[src/rtl/cordic_pkg.sv]
// Shared types and constants for the iterative CORDIC rotation unit.
// Latency: n/a (types, constants and a table lookup only).
// Backpressure: n/a.
// Contents: WIDTH/DATA_W sizing, fixed_t datapath word, FSM state enum,
//           arctangent table (round(atan(2^-i) * 2^24)) and its lookup helper.
package cordic_pkg;

  localparam int WIDTH  = 24;
  localparam int DATA_W = WIDTH + 2;
  localparam int ITER_W = 5;

  typedef logic signed [DATA_W-1:0] fixed_t;

  typedef enum logic [1:0] {
    ST_IDLE = 2'd0,
    ST_RUN  = 2'd1,
    ST_DONE = 2'd2
  } state_e;

  // Constant table instead of a memory file so every tool sees identical data.
  // From i=8 upward atan(2^-i) rounds to 2^(24-i); from i=25 it rounds to zero.
  localparam fixed_t ATAN_LUT [0:31] = '{
    26'h0C90FDB, 26'h076B19C, 26'h03EB6EC, 26'h01FD5BB,
    26'h00FFAAE, 26'h007FF55, 26'h003FFEB, 26'h001FFFD,
    26'h0010000, 26'h0008000, 26'h0004000, 26'h0002000,
    26'h0001000, 26'h0000800, 26'h0000400, 26'h0000200,
    26'h0000100, 26'h0000080, 26'h0000040, 26'h0000020,
    26'h0000010, 26'h0000008, 26'h0000004, 26'h0000002,
    26'h0000001, 26'h0000000, 26'h0000000, 26'h0000000,
    26'h0000000, 26'h0000000, 26'h0000000, 26'h0000000
  };

  function automatic fixed_t atan_at(input logic [ITER_W-1:0] idx);
    return ATAN_LUT[idx];
  endfunction

endpackage

[src/rtl/cordic_iter_sequencer_if.sv]
// Handshake bundle between angle producer, CORDIC sequencer and result consumer.
// Latency: n/a (wires only).
// Backpressure: in_valid/in_ready on the angle side, out_valid/out_ready on the result side.
// Ports: in_valid/in_ready/in_angle (request), out_valid/out_ready/out_cos/out_sin/out_theta
//        (result), busy (status). slave = sequencer view, master = producer/consumer view.
interface cordic_iter_sequencer_if;
  import cordic_pkg::*;

  logic   in_valid;
  logic   in_ready;
  fixed_t in_angle;
  logic   out_valid;
  logic   out_ready;
  fixed_t out_cos;
  fixed_t out_sin;
  fixed_t out_theta;
  logic   busy;

  modport slave (
    input  in_valid, in_angle, out_ready,
    output in_ready, out_valid, out_cos, out_sin, out_theta, busy
  );

  modport master (
    output in_valid, in_angle, out_ready,
    input  in_ready, out_valid, out_cos, out_sin, out_theta, busy
  );
endinterface

[src/rtl/cordic_step.sv]
// One CORDIC micro-rotation: rotate (x,y) by +/-atan(2^-shift), steered by the sign of w.
// Latency: combinational, zero cycles.
// Backpressure: none (pure function of its inputs).
// Ports: shift = iteration index, atan = table value for that index,
//        x_i/y_i/w_i = current vector and residual angle, x_o/y_o/w_o = next values.
module cordic_step
  import cordic_pkg::*;
(
  input  logic [ITER_W-1:0] shift,
  input  fixed_t            atan,
  input  fixed_t            x_i,
  input  fixed_t            y_i,
  input  fixed_t            w_i,
  output fixed_t            x_o,
  output fixed_t            y_o,
  output fixed_t            w_o
);

  fixed_t x_sh;
  fixed_t y_sh;

  // fixed_t is signed, so >>> keeps the sign; add/sub wrap at DATA_W bits.
  always_comb begin
    x_sh = x_i >>> shift;
    y_sh = y_i >>> shift;
    if (!w_i[DATA_W-1]) begin
      x_o = x_i - y_sh;
      y_o = y_i + x_sh;
      w_o = w_i - atan;
    end else begin
      x_o = x_i + y_sh;
      y_o = y_i - x_sh;
      w_o = w_i + atan;
    end
  end

endmodule

[src/rtl/cordic_iter_sequencer.sv]
// Time-multiplexed CORDIC rotation: one micro-rotation stage reused for ITERS cycles.
// Latency: angle accepted on edge t -> out_valid after edge t+ITERS; one result per ITERS+2 cycles.
// Backpressure: in_ready only in IDLE; result held in DONE until out_ready.
// Ports: clk, reset_n (async active-low), io (slave modport: angle in, cos/sin/residual out, busy).
module cordic_iter_sequencer
  import cordic_pkg::*;
#(
  parameter int     ITERS  = 19,
  parameter fixed_t K_INIT = 26'h09B74EE
) (
  input  logic                     clk,
  input  logic                     reset_n,
  cordic_iter_sequencer_if.slave   io
);

  localparam logic [ITER_W-1:0] LAST_ITER = ITER_W'(ITERS - 1);

  state_e            state_q, state_d;
  fixed_t            x_q, x_d;
  fixed_t            y_q, y_d;
  fixed_t            w_q, w_d;
  logic [ITER_W-1:0] iter_q, iter_d;

  fixed_t            step_x;
  fixed_t            step_y;
  fixed_t            step_w;

  logic              in_ready;
  logic              out_valid;
  logic              busy;

  cordic_step u_step (
    .shift (iter_q),
    .atan  (atan_at(iter_q)),
    .x_i   (x_q),
    .y_i   (y_q),
    .w_i   (w_q),
    .x_o   (step_x),
    .y_o   (step_y),
    .w_o   (step_w)
  );

  always_comb begin
    state_d   = state_q;
    x_d       = x_q;
    y_d       = y_q;
    w_d       = w_q;
    iter_d    = iter_q;
    in_ready  = 1'b0;
    out_valid = 1'b0;
    busy      = 1'b0;

    case (state_q)
      ST_IDLE: begin
        in_ready = 1'b1;
        if (io.in_valid) begin
          x_d     = K_INIT;
          y_d     = '0;
          w_d     = io.in_angle;
          iter_d  = '0;
          state_d = ST_RUN;
        end
      end

      ST_RUN: begin
        busy   = 1'b1;
        x_d    = step_x;
        y_d    = step_y;
        w_d    = step_w;
        // Wraps to 0 after the last stage when ITERS is 32; harmless since
        // the counter is reloaded on the next accept.
        iter_d = iter_q + 1'b1;
        if (iter_q == LAST_ITER) begin
          state_d = ST_DONE;
        end
      end

      ST_DONE: begin
        busy      = 1'b1;
        out_valid = 1'b1;
        if (io.out_ready) begin
          state_d = ST_IDLE;
        end
      end

      default: begin
        state_d = ST_IDLE;
      end
    endcase
  end

  always_ff @(posedge clk or negedge reset_n) begin
    if (!reset_n) begin
      state_q <= ST_IDLE;
      x_q     <= '0;
      y_q     <= '0;
      w_q     <= '0;
      iter_q  <= '0;
    end else begin
      state_q <= state_d;
      x_q     <= x_d;
      y_q     <= y_d;
      w_q     <= w_d;
      iter_q  <= iter_d;
    end
  end

  // Result registers drive the outputs directly; they move during RUN.
  assign io.in_ready  = in_ready;
  assign io.out_valid = out_valid;
  assign io.busy      = busy;
  assign io.out_cos   = x_q;
  assign io.out_sin   = y_q;
  assign io.out_theta = w_q;

endmodule

[src/flat_wrapper.sv]
// flat-port wrapper written by rule: the top's interface ports become plain ports
module cordic_iter_sequencer_flat import cordic_pkg::*;
#(
  parameter int     ITERS  = 19,
  parameter fixed_t K_INIT = 26'h09B74EE
)
  (clk, reset_n, io_in_valid, io_in_angle, io_out_ready, io_in_ready, io_out_valid, io_out_cos, io_out_sin, io_out_theta, io_busy);
  cordic_iter_sequencer_if io_i ();
  input  logic clk;
  input  logic reset_n;
  input wire logic [$bits(io_i.in_valid)-1:0] io_in_valid;
  input wire logic [$bits(io_i.in_angle)-1:0] io_in_angle;
  input wire logic [$bits(io_i.out_ready)-1:0] io_out_ready;
  output wire logic [$bits(io_i.in_ready)-1:0] io_in_ready;
  output wire logic [$bits(io_i.out_valid)-1:0] io_out_valid;
  output wire logic [$bits(io_i.out_cos)-1:0] io_out_cos;
  output wire logic [$bits(io_i.out_sin)-1:0] io_out_sin;
  output wire logic [$bits(io_i.out_theta)-1:0] io_out_theta;
  output wire logic [$bits(io_i.busy)-1:0] io_busy;
  assign io_i.in_valid = io_in_valid;
  assign io_i.in_angle = io_in_angle;
  assign io_i.out_ready = io_out_ready;
  assign io_in_ready = io_i.in_ready;
  assign io_out_valid = io_i.out_valid;
  assign io_out_cos = io_i.out_cos;
  assign io_out_sin = io_i.out_sin;
  assign io_out_theta = io_i.out_theta;
  assign io_busy = io_i.busy;
  cordic_iter_sequencer #(.ITERS(ITERS), .K_INIT(K_INIT)) u_core (.clk(clk), .reset_n(reset_n), .io(io_i));
endmodule
[config.mk]
export PLATFORM = sky130hd
export DESIGN_NAME = cordic_iter_sequencer_flat
export DESIGN_NICKNAME = d
export VERILOG_FILES = /design/src/rtl/cordic_pkg.sv /design/src/rtl/cordic_iter_sequencer_if.sv /design/src/rtl/cordic_step.sv /design/src/rtl/cordic_iter_sequencer.sv /design/src/flat_wrapper.sv
export SDC_FILE = /design/constraint.sdc
export NUM_CORES = 1
export LEC_CHECK = 0
export ABC_AREA = 1
export BUFFER_PORTS_ARGS = -buffer_cell sky130_fd_sc_hd__clkbuf_2
export CAP_MARGIN = 25
export CORE_MARGIN = 2
export CORE_UTILIZATION = 56
export CTS_CLUSTER_DIAMETER = 30
export DETAILED_ROUTE_END_ITERATION = 8
export HOLD_SLACK_MARGIN = 0.12
export PLACE_DENSITY = 0.87
export SYNTH_ARGS = -nofsm -noshare
export SYNTH_HDL_FRONTEND = slang
export SYNTH_SLANG_ARGS = --single-unit
[constraint.sdc]
create_clock -name clk -period 4.2 [get_ports clk]
set_input_delay 0.84 -clock clk [delete_from_list [all_inputs] [get_ports clk]]
set_output_delay 0.84 -clock clk [all_outputs]
set_load 0.03 [all_outputs]
Word level (Yosys, flattened, before mapping). Memories as Yosys holds them, arrays and structs flattened. Cells that the tools add are included.

Eq/ne operators: 6. Bitwise gates (word level): 1. Div/mod/pow operators: 0. Mux-type cells: 20. Shifts and indexed selects: 2. Reductions and logical operators: 5. Add/subtract/negate cells: 7. Magnitude comparators: 1. Multiply operators: 0.

Operators with widths (number): $mux 26 (8); $pmux 26 s2 (3); $add 26x26->26 (3); $sub 26x26->26 (3); $sshr 26x5->26 (2); $pmux 5 s2 (1); $ge 6x6->1 const B (1); $mux 2 (3); $not 5->6 (1); $pmux 2 s3 (1); $add 5x1->5 const B (1); $eq 5x5->1 const B (1); $mux 5 (1); $ne 2x2->1 const B (2); $mux 1 (3); $reduce_and 3->1 (1); $eq 2x1->1 const B (1); $eq 2x2->1 const B (1); $logic_not 2->1 (1); $ne 2x1->1 const B (1); $reduce_and 2->1 (1); $reduce_bool 2->1 (1); $reduce_or 2->1 (1).

RAM bits: 0. Memory bits (read-only): 832. Input port bits: 30. Bits in registers: 85. Output and inout bits: 81. Logic and storage cells: 48. Latch bits: 0. Memories: 1.

Memory list: (no name shown) (depth 32, width 26, rd ports 1, clocked after memory_dff 0, write ports 0, line cordic_pkg.sv:34) `return ATAN_LUT[idx];`.

Longest topological paths before layout.
Depth after elaboration: 7. Mapped depth: 33. Mapped depth without buffers: 32.

Hierarchy. From an unflattened synthesis, not the netlist that was laid out.

Cells, all modules: 2087. Area total of the unflattened synthesis: 12453.2 um2.

By module, submodules not included: cordic_step (cells an instance 1588, sequential area each 0.0 um2, area each 8398.1 um2, instances 1); cordic_iter_sequencer (cells an instance 499, sequential area each 2127.0 um2, area each 4055.1 um2, instances 1).

Least setup slack after synthesis. OpenSTA, ideal clock, no wires.

Path type: reg2reg. Start point: register u_core.iter_q[1]. End point: register u_core.x_q[24] (netlist: u_core.io.out_cos[24]). Arrival: 3.914 ns. Path slack: 0.168 ns. Clock period less this slack: 4.032 ns. Path buffers: 2. Cell stages (with the launch flop): 30. Path through: dfrtp_1 -> buf_4 -> inv_4 -> buf_2 -> nand3_1 -> nand2_1 -> nor2_1 -> o21ai_1 -> nand2_1 -> inv_1 -> nand2_1 -> inv_1 -> ha_1 -> nand4_2 -> nor3_2 -> nand3_1 -> nand2_1 -> xor2_1 -> inv_1 -> ha_1 -> nand2_1 -> nor2_1 -> nand2_1 -> o21ai_0 -> a21oi_1 -> o21ai_0 -> a21oi_1 -> or2_2 -> nand3_1 -> nand2_1.

Word-level cells in the longest chain between the ends: 4. Elaborated cells on any way between the ends: 5.

Ends and longest elaborated chain: from (decl) (line cordic_iter_sequencer.sv:22) `logic [ITER_W-1:0] iter_q, iter_d;`; from (signal assigned) (line cordic_iter_sequencer.sv:104) `iter_q <= iter_d;`; $sshr 26x5->26 * (line cordic_step.sv:25) `y_sh = y_i >>> shift;`; $sub 26x26->26 or $add 26x26->26 (tied branches) (line cordic_step.sv:27, cordic_step.sv:31); $mux 26 * (line cordic_step.sv:26) `if (!w_i[DATA_W-1]) begin`; $pmux 26 s2 * (line cordic_iter_sequencer.sv:53) `case (state_q)`; to (signal assigned) (line cordic_iter_sequencer.sv:95) `x_q <= '0;`; to (signal assigned) (line cordic_iter_sequencer.sv:101) `x_q <= x_d;`; to (decl) (line cordic_iter_sequencer.sv:19) `fixed_t x_q, x_d;`.

Every way passes the cells marked *; elsewhere a longest branch is shown, timed or not. A chain may end at the register's enable or synchronous reset.

Final worst setup path.
Start point: register u_core.iter_q[0]. End point: register u_core.w_q[22] (netlist: u_core.io.out_theta[22]).

Word-level cells in the longest chain between the ends: 7. Elaborated cells on any way between the ends: 8.

Ends and longest elaborated chain: $not 5->6 (not written as such) * (line cordic_pkg.sv:34); $mem_v2 32x26 *; $mux 26 (not written as such) * (2 in a row) (line cordic_pkg.sv:34); $sub 26x26->26 or $add 26x26->26 (tied branches) (line cordic_step.sv:29, cordic_step.sv:33); $mux 26 * (line cordic_step.sv:26); $pmux 26 s2 * (line cordic_iter_sequencer.sv:53); to (signal assigned) (line cordic_iter_sequencer.sv:103) `w_q <= w_d;`; to (decl) (line cordic_iter_sequencer.sv:21) `fixed_t w_q, w_d;`.

Every way passes the cells marked *; elsewhere a longest branch is shown, timed or not. The select of a mux whose other input is x is not followed.

==> flow_metrics.py <==
metrics = {
    "placed_design": {
        "preCtsSetupSlack_ns": -0.114,
        "dp.cells": 2464,
        "port_buffers": 110,
        "dp_hpwl_um": 29800,
        "place_congestion": 1.14,
        "dpl-instance-area_um2": 13500,
    },
    "cells_and_area": {
        "stdcell_count": 2515,
        "diodes": 0,
        "final_cell_mix": "nand2_1, nand3_1, inv_1, nor2_1, buf_4",
        "design_area_um2": 14900,
        "num-fill-cells": 1623,
        "areaGrowthSynthToFinish_pct": 22.3,
        "layout-drive-gt1-share": 0.206,
        "final_common_cell": "nand2_1",
        "final_nets": 2362,
    },
    "grt": {
        "antenna_found_initial": 0,
        "grt_max_degree": 56,
        "track_usage": 0.339,
        "grt_pass1_wl_um": 63800,
        "grt.overflow.total": 0,
        "first_global_vias": 13600,
    },
    "sta": {
        "worstMarginPinSlew_ns": 0.783,
        "setup_viol": 15,
        "min_period_ns": 4.45,
        "fmax_ghz": 0.225,
        "rsz0062_at_grt": "true",
        "period_share": 1.06,
        "finClkSkew_ns": 0.0115,
        "setup_slack_ns": -0.246,
        "final-hold-violation-count": 0,
        "max_slew_margin": 0.478,
        "final_max_slew_viol_count": 0,
        "setup_tns_ns": -0.916,
    },
    "die": {
        "start_util": 0.575,
        "die_w_um": 152,
        "fp.coreArea_um2": 21200,
        "die_h_um": 152,
        "fp-row-count": 53,
        "dieArea_um2": 23000,
        "ioPinCount": 111,
    },
    "synthesis": {
        "synth_area_leader_cell": "nand2_1",
        "yosysSeqAreaShare": 0.174,
        "synth_top_area_frac": 0.211,
        "yosys_warnings": 0,
        "yosys-mux-area-fraction": 0,
        "synthFlopType": "dfrtp_1",
        "avgSynthCellArea_um2": 5.92,
        "synth_xor_area_frac": 0.0632,
        "synth_edf_count": 0,
        "synth_compound_area_frac": 0.164,
        "synth_area_um2": 12200,
        "synthAdderAreaFrac": 0.101,
        "synth_top_family_by_area": "simple AND/OR/NAND/NOR gates",
        "synthArstFlopShare": 1.00,
        "syn_inst": 2059,
        "syn_nets": 2186,
        "ys_types": 57,
        "yosys-top-cells-area": "nand2_1, dfrtp_1, nand3_1",
        "ys_ff_latch": 85,
        "yosys.area_share.simple": 0.405,
    },
    "routing": {
        "drtIter0Drc": 2016,
        "wl_um": 43500,
        "drc": 0,
        "wl_per_cell_um": 17.3,
        "first_pass_iters": 7,
        "vias_per_cell": 6.22,
        "drtAntennaViolNets": 0,
        "vias": 15600,
    },
    "setup_path": {
        "critPathTopFamily": "simple AND/OR/NAND/NOR gates",
        "cp_slowest_cell": "dfrtp_2",
        "cp.required_ns": 4.50,
        "path_buf_inv": 4,
        "slowest_delay_ns": 0.52,
        "crit_top_cell": "nand2_1",
        "cp_max_fo": 6,
        "crit_path_end_kind": "flop",
        "arrival_ns": 4.75,
        "worstSetupPathType": "flop to flop",
        "crit_path_start_kind": "flop",
    },
    "flow_run": {
        "maxCapViolCount": 0,
    },
    "clock_network": {
        "clock_sinks": 85,
        "tritoncts.num_buffers": 9,
        "clk_pin_slew_ns": 0.07,
        "root_buffer": "clkbuf_16",
        "clockBufferDepth": 2,
        "clk_latency_ns": 0.37,
        "cts_tree": "built",
        "htreeDepth": 3,
    },
    "hold_path": {
        "min_path_type": "flop to flop",
    },
    "status": {
        "status": "finished with violations",
        "violations": "setup timing",
    },
}
## synth_stat cells (7+ instances only)
library cell,count
nor2_1,167
ha_1,94
o22ai_1,12
inv_1,179
buf_1,9
nand3_1,252
a21o_1,10
buf_6,7
buf_4,8
nand4_1,18
dfrtp_1,85
xnor2_1,33
nand2_1,687
xor2_1,55
a31oi_1,9
o21bai_1,13
or2_2,7
o211ai_1,15
o21ai_0,117
nor3_1,13
clkbuf_1,32
buf_2,27
a21oi_1,129
o31ai_1,8
o21ai_1,7
## registers in the layout, indices dropped and copies added, names as in the netlist
register             cells
u_core.state_q           2
u_core.iter_q            5
u_core.io.out_cos       26
u_core.io.out_theta     26
u_core.io.out_sin       26
## kinds of logic after synthesis
family                     after synthesis
AOI/OAI and AO/OA                      346
xor gates and xnor gates                88
adders and majority gates               97
buffers and inverters                  269
DFF                                     85
and+or+nand+nor                       1174
## through the flow
| step | utilization | hold WS (ns) |
|---|---|---|
| floorplan | - | 0.478 |
| CTS | 0.652 | 0.523 |
| finish | 0.703 | 0.524 |
| detailed placement | 0.637 | 0.506 |
| global route | 0.703 | 0.549 |
| global placement | 0.637 | 0.499 |
## area by class of cell
cell class | count | area (um2) | area share
flip-flops and latches | 85 | 2130 | 0.143
inverters | 186 | 724 | 0.0485
repair buffers | 248 | 1760 | 0.118
multi-input cells | 1705 | 9660 | 0.647
clock buffers | 11 | 243 | 0.0163
clock inverters | 5 | 58.8 | 0.00394
well taps | 275 | 344 | 0.0231
## worst register-to-register path, cell delays in order, from the launching register on
cell	delay (ns)
dfrtp_2	0.52
inv_8	0.10
buf_6	0.16
ha_1	0.26
nand2_1	0.15
inv_1	0.09
a22oi_2	0.19
nand2_1	0.09
inv_1	0.07
nand2_1	0.11
nor2_4	0.13
nand2_2	0.09
nor2_4	0.12
nand2_2	0.10
o21ai_4	0.19
xor2_1	0.29
ha_4	0.28
a21oi_2	0.20
o21ai_0	0.16
a21oi_1	0.19
nand3_2	0.14
a31o_2	0.24
or2_2	0.27
nand3_1	0.07
o211ai_1	0.09
nand2_1	0.09
## worst paths after layout
kind / startpoint / to / slack, ns / depth (start not counted)
min: u_core.io.out_theta[7] / u_core.io.out_theta[7] / 0.52 / 2
max in group asynchronous: reset_n / u_core.io.out_sin[25] / 2.88 / 2
min reg2reg: u_core.io.out_theta[7] / u_core.io.out_theta[7] / 0.52 / 2
max: u_core.iter_q[0] / u_core.io.out_theta[22] / -0.25 / 25
max reg2reg: u_core.iter_q[0] / u_core.io.out_theta[22] / -0.25 / 25
min in group asynchronous: reset_n / u_core.io.out_theta[10] / 0.55 / 1
## repair_timing
item                       4_1_cts  5_1_grt
resized for setup               12      204
buffers inserted                 0       30
setup endpoints to repair        7       42
gates cloned                     0        5
hold buffers                     0        0
pin swaps                        0       64
## metal layers
layer / wire length (um) / global-route usage / part of all wire
met1: 16300 / 0.437 / 0.37
met2: 19600 / 0.559 / 0.45
met5: 0 / 0 / 0
met4: 2770 / 0.150 / 0.064
met3: 4860 / 0.0581 / 0.11
Power is not shown: default switching activity piles up to over one toggle a cycle in this logic, so the estimate is an artifact.
